**src/rtl/r2l_exp_pkg.sv**
```systemverilog
`default_nettype none
// ============================================================================
// Module      : r2l_exp_pkg
// Description : Shared types and constants for the right-to-left exponentiator.
// Revision    : 1.0
// ============================================================================
package r2l_exp_pkg;

    localparam int c_k = 16;

    typedef enum logic [1:0] {
        IDLE = 2'd0,
        RUN  = 2'd1,
        DONE = 2'd2
    } state_e;

endpackage
`default_nettype wire

```
**src/rtl/r2l_datapath.sv**
```systemverilog
`default_nettype none
// ============================================================================
// Module      : r2l_datapath
// Description : Accumulator, running square and exponent registers plus the
//               two truncating multipliers of the square-and-multiply loop.
// Revision    : 1.0
// ============================================================================
module r2l_datapath
    import r2l_exp_pkg::*;
#(
    parameter int K = c_k
) (
    input  logic             clk,
    input  logic             rst,
    input  logic             i_load,
    input  logic             i_step,
    input  logic [K-1:0]     i_a,
    input  logic [K-1:0]     i_b,
    output logic [2*K-1:0]   o_r_next,
    output logic             o_e_last
);

    logic [2*K-1:0] r_r;
    logic [2*K-1:0] r_s;
    logic [K-1:0]   r_e;

    logic [2*K-1:0] w_rs;
    logic [2*K-1:0] w_ss;
    logic [2*K-1:0] w_r_next;
    logic [K-1:0]   w_e_shift;

    // Products are sized to 2K bits so the high half is dropped.
    assign w_rs      = r_r * r_s;
    assign w_ss      = r_s * r_s;
    assign w_e_shift = r_e >> 1;

    always_comb begin
        w_r_next = r_r;
        if (i_load) begin
            w_r_next = {{(2*K-1){1'b0}}, 1'b1};
        end else if (i_step && r_e[0]) begin
            w_r_next = w_rs;
        end
    end

    // The control block captures the result from the next-state value so C
    // is already valid in the cycle Done is raised.
    assign o_r_next = w_r_next;
    assign o_e_last = (w_e_shift == '0);

    always_ff @(posedge clk) begin
        if (rst) begin
            r_r <= '0;
            r_s <= '0;
            r_e <= '0;
        end else begin
            r_r <= w_r_next;
            if (i_load) begin
                r_s <= {{K{1'b0}}, i_a};
                r_e <= i_b;
            end else if (i_step) begin
                r_s <= w_ss;
                r_e <= w_e_shift;
            end
        end
    end

endmodule
`default_nettype wire

```
**src/rtl/r2l_exp.sv**
```systemverilog
`default_nettype none
// ============================================================================
// Module      : r2l_exp
// Description : Computes C = A^B mod 2^(2k) by LSB-first square-and-multiply.
// Revision    : 1.0
// ============================================================================
module r2l_exp
    import r2l_exp_pkg::*;
#(
    parameter int k = c_k
) (
    input  logic           clk,
    input  logic           rst,
    input  logic           start,
    input  logic [k-1:0]   A,
    input  logic [k-1:0]   B,
    output logic [2*k-1:0] C,
    output logic           Done
);

    state_e         r_state;
    state_e         w_state_next;
    logic           w_load;
    logic           w_step;
    logic           w_e_last;
    logic [2*k-1:0] w_r_next;
    logic [2*k-1:0] r_c;

    r2l_datapath #(
        .K (k)
    ) u_datapath (
        .clk      (clk),
        .rst      (rst),
        .i_load   (w_load),
        .i_step   (w_step),
        .i_a      (A),
        .i_b      (B),
        .o_r_next (w_r_next),
        .o_e_last (w_e_last)
    );

    always_comb begin
        w_state_next = r_state;
        w_load       = 1'b0;
        w_step       = 1'b0;
        case (r_state)
            IDLE: begin
                if (start) begin
                    w_load       = 1'b1;
                    w_state_next = (B == '0) ? DONE : RUN;
                end
            end
            RUN: begin
                w_step = 1'b1;
                if (w_e_last) begin
                    w_state_next = DONE;
                end
            end
            DONE:    w_state_next = IDLE;
            default: w_state_next = IDLE;
        endcase
    end

    always_ff @(posedge clk) begin
        if (rst) begin
            r_state <= IDLE;
            r_c     <= '0;
        end else begin
            r_state <= w_state_next;
            if (w_state_next == DONE) begin
                r_c <= w_r_next;
            end
        end
    end

    assign C    = r_c;
    assign Done = (r_state == DONE);

endmodule
`default_nettype wire

```
**config.mk**
```make
export PLATFORM = sky130hd
export DESIGN_NAME = r2l_exp
export DESIGN_NICKNAME = d
export VERILOG_FILES = /design/src/rtl/r2l_exp_pkg.sv /design/src/rtl/r2l_datapath.sv /design/src/rtl/r2l_exp.sv
export SDC_FILE = /design/constraint.sdc
export NUM_CORES = 2
export LEC_CHECK = 0
export ABC_AREA = 1
export CAP_MARGIN = 30
export CORE_AREA = 2 2 284 286
export DETAILED_ROUTE_END_ITERATION = 8
export DIE_AREA = 0 0 286 288
export REMOVE_ABC_BUFFERS = 1
export SYNTH_ARGS = -nofsm -noshare
export SYNTH_HDL_FRONTEND = slang
export SYNTH_SLANG_ARGS = --single-unit
```
**constraint.sdc**
```tcl
create_clock -name clk -period 9.34 [get_ports clk]
set_input_delay 2.802 -clock clk [delete_from_list [all_inputs] [get_ports clk]]
set_output_delay 2.802 -clock clk [all_outputs]
set_load 0.02 [all_outputs]
```
Word level (Yosys, flattened, before mapping)
Cells that the tools add are included.
- register bits after elaboration: 114
- bits in latches: 0
- memory bits (writable): 0
- ROM bits: 0
- input port bits: 35
- output and inout bits: 33
- logic and storage cells: 30
- memories: 0
- $add $sub $neg: 0
- multiply operators: 2
- div/mod/pow operators: 0
- $lt $le $gt $ge: 0
- equality and inequality tests: 3
- shift-type cells: 0
- multiplexer cells: 13
- bitwise operators: 0
- reductions and logical operators: 6
- operators with widths (cell ; number):
    multiplier 32 x 32 -> 32 bit ; 2
    2-to-1 mux 16 bit ; 4
    2-to-1 mux 32 bit ; 2
    zero test 16 bit ; 2
    2-to-1 mux 2 bit ; 3
    == test 2 bit, second input constant ; 2
    case mux 2 bit (2 select lines) ; 1
    2-to-1 mux 1 bit ; 3
    == test 2 x 1 -> 1 bit, second input constant ; 1
    zero test 2 bit ; 1
    nonzero test 2 bit ; 1
    OR reduction 2 bit ; 1
    logical AND 1 bit ; 1

Depth between registers and ports, before layout
- depth in word-level cells: 5
- mapped depth: 34
- mapped depth without buffers: 32

Modules after synthesis
From an unflattened synthesis, not the netlist that was laid out.
- cell total of the unflattened synthesis: 4773
- area total of the unflattened synthesis: 36045.8 µm²
- by module, submodules not included (module ; instances ; cells each ; area an instance (µm²) ; sequential area each (µm²)):
    r2l_datapath ; 1 ; 4532 ; 34386.7 ; 1601.5
    r2l_exp ; 1 ; 241 ; 1659.1 ; 680.7

Least setup slack after synthesis
No wires, ideal clock.
- path type: reg-to-reg
- start: register u_datapath.r_s[2]
- end: register u_datapath.r_s[28]
- arrival: 6.968 ns
- path slack: 2.263 ns
- stages on the path, launching flop included: 30
- clock period less this slack: 7.077 ns
- cell sequence: dfxtp_1 -> buf_2 -> clkbuf_1 -> buf_1 -> nand2_1 -> fa_1 -> inv_1 -> fa_1 -> fa_1 -> inv_1 -> fa_1 -> fa_1 -> inv_1 -> fa_1 -> inv_1 -> fa_1 -> fa_1 -> inv_1 -> ha_1 -> a21oi_1 -> o21ai_0 -> a21oi_1 -> nand3_1 -> a21oi_1 -> o21ai_1 -> a21oi_1 -> xor2_1 -> nand2_1 -> nand2_1 -> inv_1
- cells in the longest elaborated chain, start to end: 1
- RTL lines (element ; line ; RTL):
    start, declared ; r2l_datapath.sv:24 ; logic [2*K-1:0] r_s;
    start signal, assigned ; r2l_datapath.sv:59 ; r_s <= {{K{1'b0}}, i_a};
    start signal, assigned ; r2l_datapath.sv:62 ; r_s <= w_ss;
    multiplier 32 x 32 -> 32 bit ; r2l_datapath.sv:34 ; assign w_ss = r_s * r_s;
No other way between the ends.
A chain may end at the register's enable or synchronous reset.

Worst setup path after layout
- start: register u_datapath.r_s[7]
- end: register r_c[28], in the netlist C[28]
- cells in the longest elaborated chain, start to end: 3
- RTL lines (element ; line ; RTL):
    multiplier 32 x 32 -> 32 bit ; r2l_datapath.sv:33 ; assign w_rs = r_r * r_s;
    2-to-1 mux 32 bit ; r2l_datapath.sv:41 ; end else if (i_step && r_e[0]) begin
    2-to-1 mux 32 bit ; r2l_datapath.sv:39 ; if (i_load) begin
    end signal, assigned ; r2l_exp.sv:71 ; r_c <= w_r_next;
    end, declared ; r2l_exp.sv:27 ; logic [2*k-1:0] r_c;
No other way between the ends.

==> metrics.txt <==
run status finished, final reports clean; post-layout util 47.2%; WL final 93800 um; most common cell after layout, fill and taps aside inv_1; # diodes 0; Max-Cap Viols 0; effective utilization at floorplan 44.4%; CP Data Arrival Time 8.02 ns; Die Wd 286 um; root cell of the clock tree clkbuf_16; Max IR drop VDD 0.000141 V; clock buffer count from CTS 17; crit end category register; Fmax 0.131 GHz; Synth Cell Area 0.0354 mm^2; core area 0.0796 mm^2; fin. max-slew vios 0; share of post-route cells with drive strength above 1 3.47%; Final GP Congestion 0.875; post-layout net count 5574; number of distinct library cells after synthesis 50; routed length per instance 16.8 um; Buffers on Ports 67; global route overflow 0; GRT Overall Usage 24.2%; Die Y 288 um; # DRC 0; DR vias/cell 4.80; Reg power frac 17.5%; largest net degree at the start of global routing 66; Avg Cell Area, Syn 7.73 um^2; Switch Pwr 2.03 mW; CP max FO 29; Power Density 103 mW/mm^2; Iteration-0 DRC Markers 1608; clock transition at the registers of the reported paths 0.06 ns; Clock Latency Late Sink 0.48 ns; io pins 68; H-tree level count 4; row count 104; Worst slew margin 32.0%; initial antenna violation count 1; Leak Pwr 22.7 nW; switch share 52.4%; maximum clock path buffer count 2; final setup vio count 0; setup TNS 0 ns; Tmin final 7.63 ns; CTS Hold Bufs 0; Tightest Pin Transition 1.02 ns; Post-DP HPWL 76700 um; drt pass-1 iters 5; DR vias 26822; endpoints failing hold 0; clock group share of total power 18.2%; cts repair resizes 0; Comb pwr share 64.2%; cells after synthesis 4577; Internal 1.84 mW; die area 0.0824 mm^2; setup repair bufs after CTS 0; Critical Path RT 9.74 ns; Crit Path Class reg2reg; CTS tree done; antenna-violating nets left 0; Synth Warn # 0; vias in the first global route 28451; crit start category register; global-route wire length before repair 155000 um; Min-Delay Path Class reg2reg; RSZ-0062 raised after global routing no; Worst Skew 0.0196 ns; CTS Sinks 114; #FFs+latches synth 114; commonest non-fill, non-tap cells in the layout 1433 x inv_1, 1084 x nand2_1, 778 x fa_1; Layout area overhead 6.22%; Seq/Total Area, Yosys 6.45%; Final period util 81.7%
-- worst max-delay path: stages (launching register included) --
cell      delay, ns
dfxtp_2        0.75
buf_4          0.48
nand2_1        0.09
inv_1          0.10
fa_1           0.45
fa_1           0.50
fa_1           0.53
inv_1          0.06
fa_1           0.47
inv_1          0.05
fa_1           0.49
inv_1          0.05
fa_1           0.58
inv_1          0.06
fa_1           0.49
fa_1           0.42
ha_1           0.36
nand2_1        0.12
nor2_1         0.16
and2_1         0.17
nand4_1        0.08
nand3_1        0.22
nand3_1        0.14
o211ai_1       0.13
a21oi_1        0.09
o21ai_0        0.14
o211ai_1       0.17
a21oi_1        0.15
-- cell type report --
type	instances	area, um^2
clock buffer	17	425
clock inverter	15	171
fill	7965	42100
inverter	1435	5390
multi-input combinational	2816	26800
sequential	114	2300
tap	1060	1330
timing repair buffer	130	1140
-- routing by layer --
metal	vias up	global-route usage (%)	wire (um)
met3	89	4.71	6440
li1	12808	-	-
met4	2	4.67	1470
met1	13217	33.4	42300
met5	-	0	12
met2	706	40.0	43600
-- final timing paths --
| check | startpoint | endpoint | slack, ns | cells after the start |
|---|---|---|---|---|
| hold reg to reg | u_datapath.r_e[15] | u_datapath.r_e[15] | 0.47 | 2 |
| setup / recovery | u_datapath.r_s[7] | C[28] | 1.71 | 27 |
| hold / removal | u_datapath.r_e[15] | u_datapath.r_e[15] | 0.47 | 2 |
| setup reg to reg | u_datapath.r_s[7] | C[28] | 1.71 | 27 |
-- Yosys cell counts (all sizes together) --
cell type | instances | area (um^2)
inv | 1433 | 5380
nand2 | 1092 | 4120
fa | 778 | 15600
ha | 247 | 3090
clkbuf | 140 | 527
o21ai | 139 | 703
nor2 | 135 | 507
a21oi | 129 | 649
dfxtp | 114 | 2280
nand3 | 84 | 440
buf | 72 | 367
xor2 | 45 | 394
xnor2 | 38 | 385
o21bai | 19 | 146
o211ai | 18 | 135
nand4 | 13 | 81.3
nor3 | 11 | 55.1
or2 | 10 | 62.6
o22ai | 8 | 50.1
nand3b | 6 | 45.0
o21a | 6 | 45.0
a31o | 5 | 43.8
nor4 | 5 | 31.3
a21o | 4 | 30.0
a31oi | 4 | 25.0
o211a | 4 | 40.0
a211oi | 3 | 37.5
a21boi | 2 | 22.5
and2 | 2 | 12.5
clkinv | 2 | 7.51
o221ai | 2 | 17.5
or4 | 2 | 15.0
a221oi | 1 | 8.76
and3 | 1 | 6.26
mux2 | 1 | 11.3
o221a | 1 | 11.3
o31ai | 1 | 7.51
-- power groups by stage --
stage,combinational (mW),clock (mW),sequential (mW)
after floorplan,1.67,0,0.686
after global placement,2.45,0,0.684
after detailed placement,2.47,0,0.686
after CTS,2.49,0.721,0.676
after global routing,2.85,0.741,0.685
final,2.49,0.705,0.678
-- flip-flops by register name, summed over array words and instances, names as in the netlist --
| name | count |
|---|---|
| u_datapath.r_r | 32 |
| r_state | 2 |
| C | 32 |
| u_datapath.r_e | 16 |
| u_datapath.r_s | 32 |
-- kinds of logic after synthesis --
family	Yosys count	share of synthesized area, %
fa+ha+maj	1025	52.8
compound gates	346	5.58
buf+inv	1647	17.8
mux	1	0.0318
simple gates	1361	15.2
xor+xnor	83	2.20
flops	114	6.45
-- per-stage QoR --
step,total power [mW],worst slack (ns),instance area [um^2],hold WS [ns],instances
finish,3.87,1.71,37600,0.466,5587
global route,4.27,1.37,37600,0.485,5587
CTS,3.89,1.79,37600,0.468,5587
detailed placement,3.15,1.84,37000,0.459,5555
global placement,3.13,1.89,37000,0.453,5555
floorplan,2.36,1.83,34500,0.435,4365
Note: power is estimated with default switching activity, not from simulation.
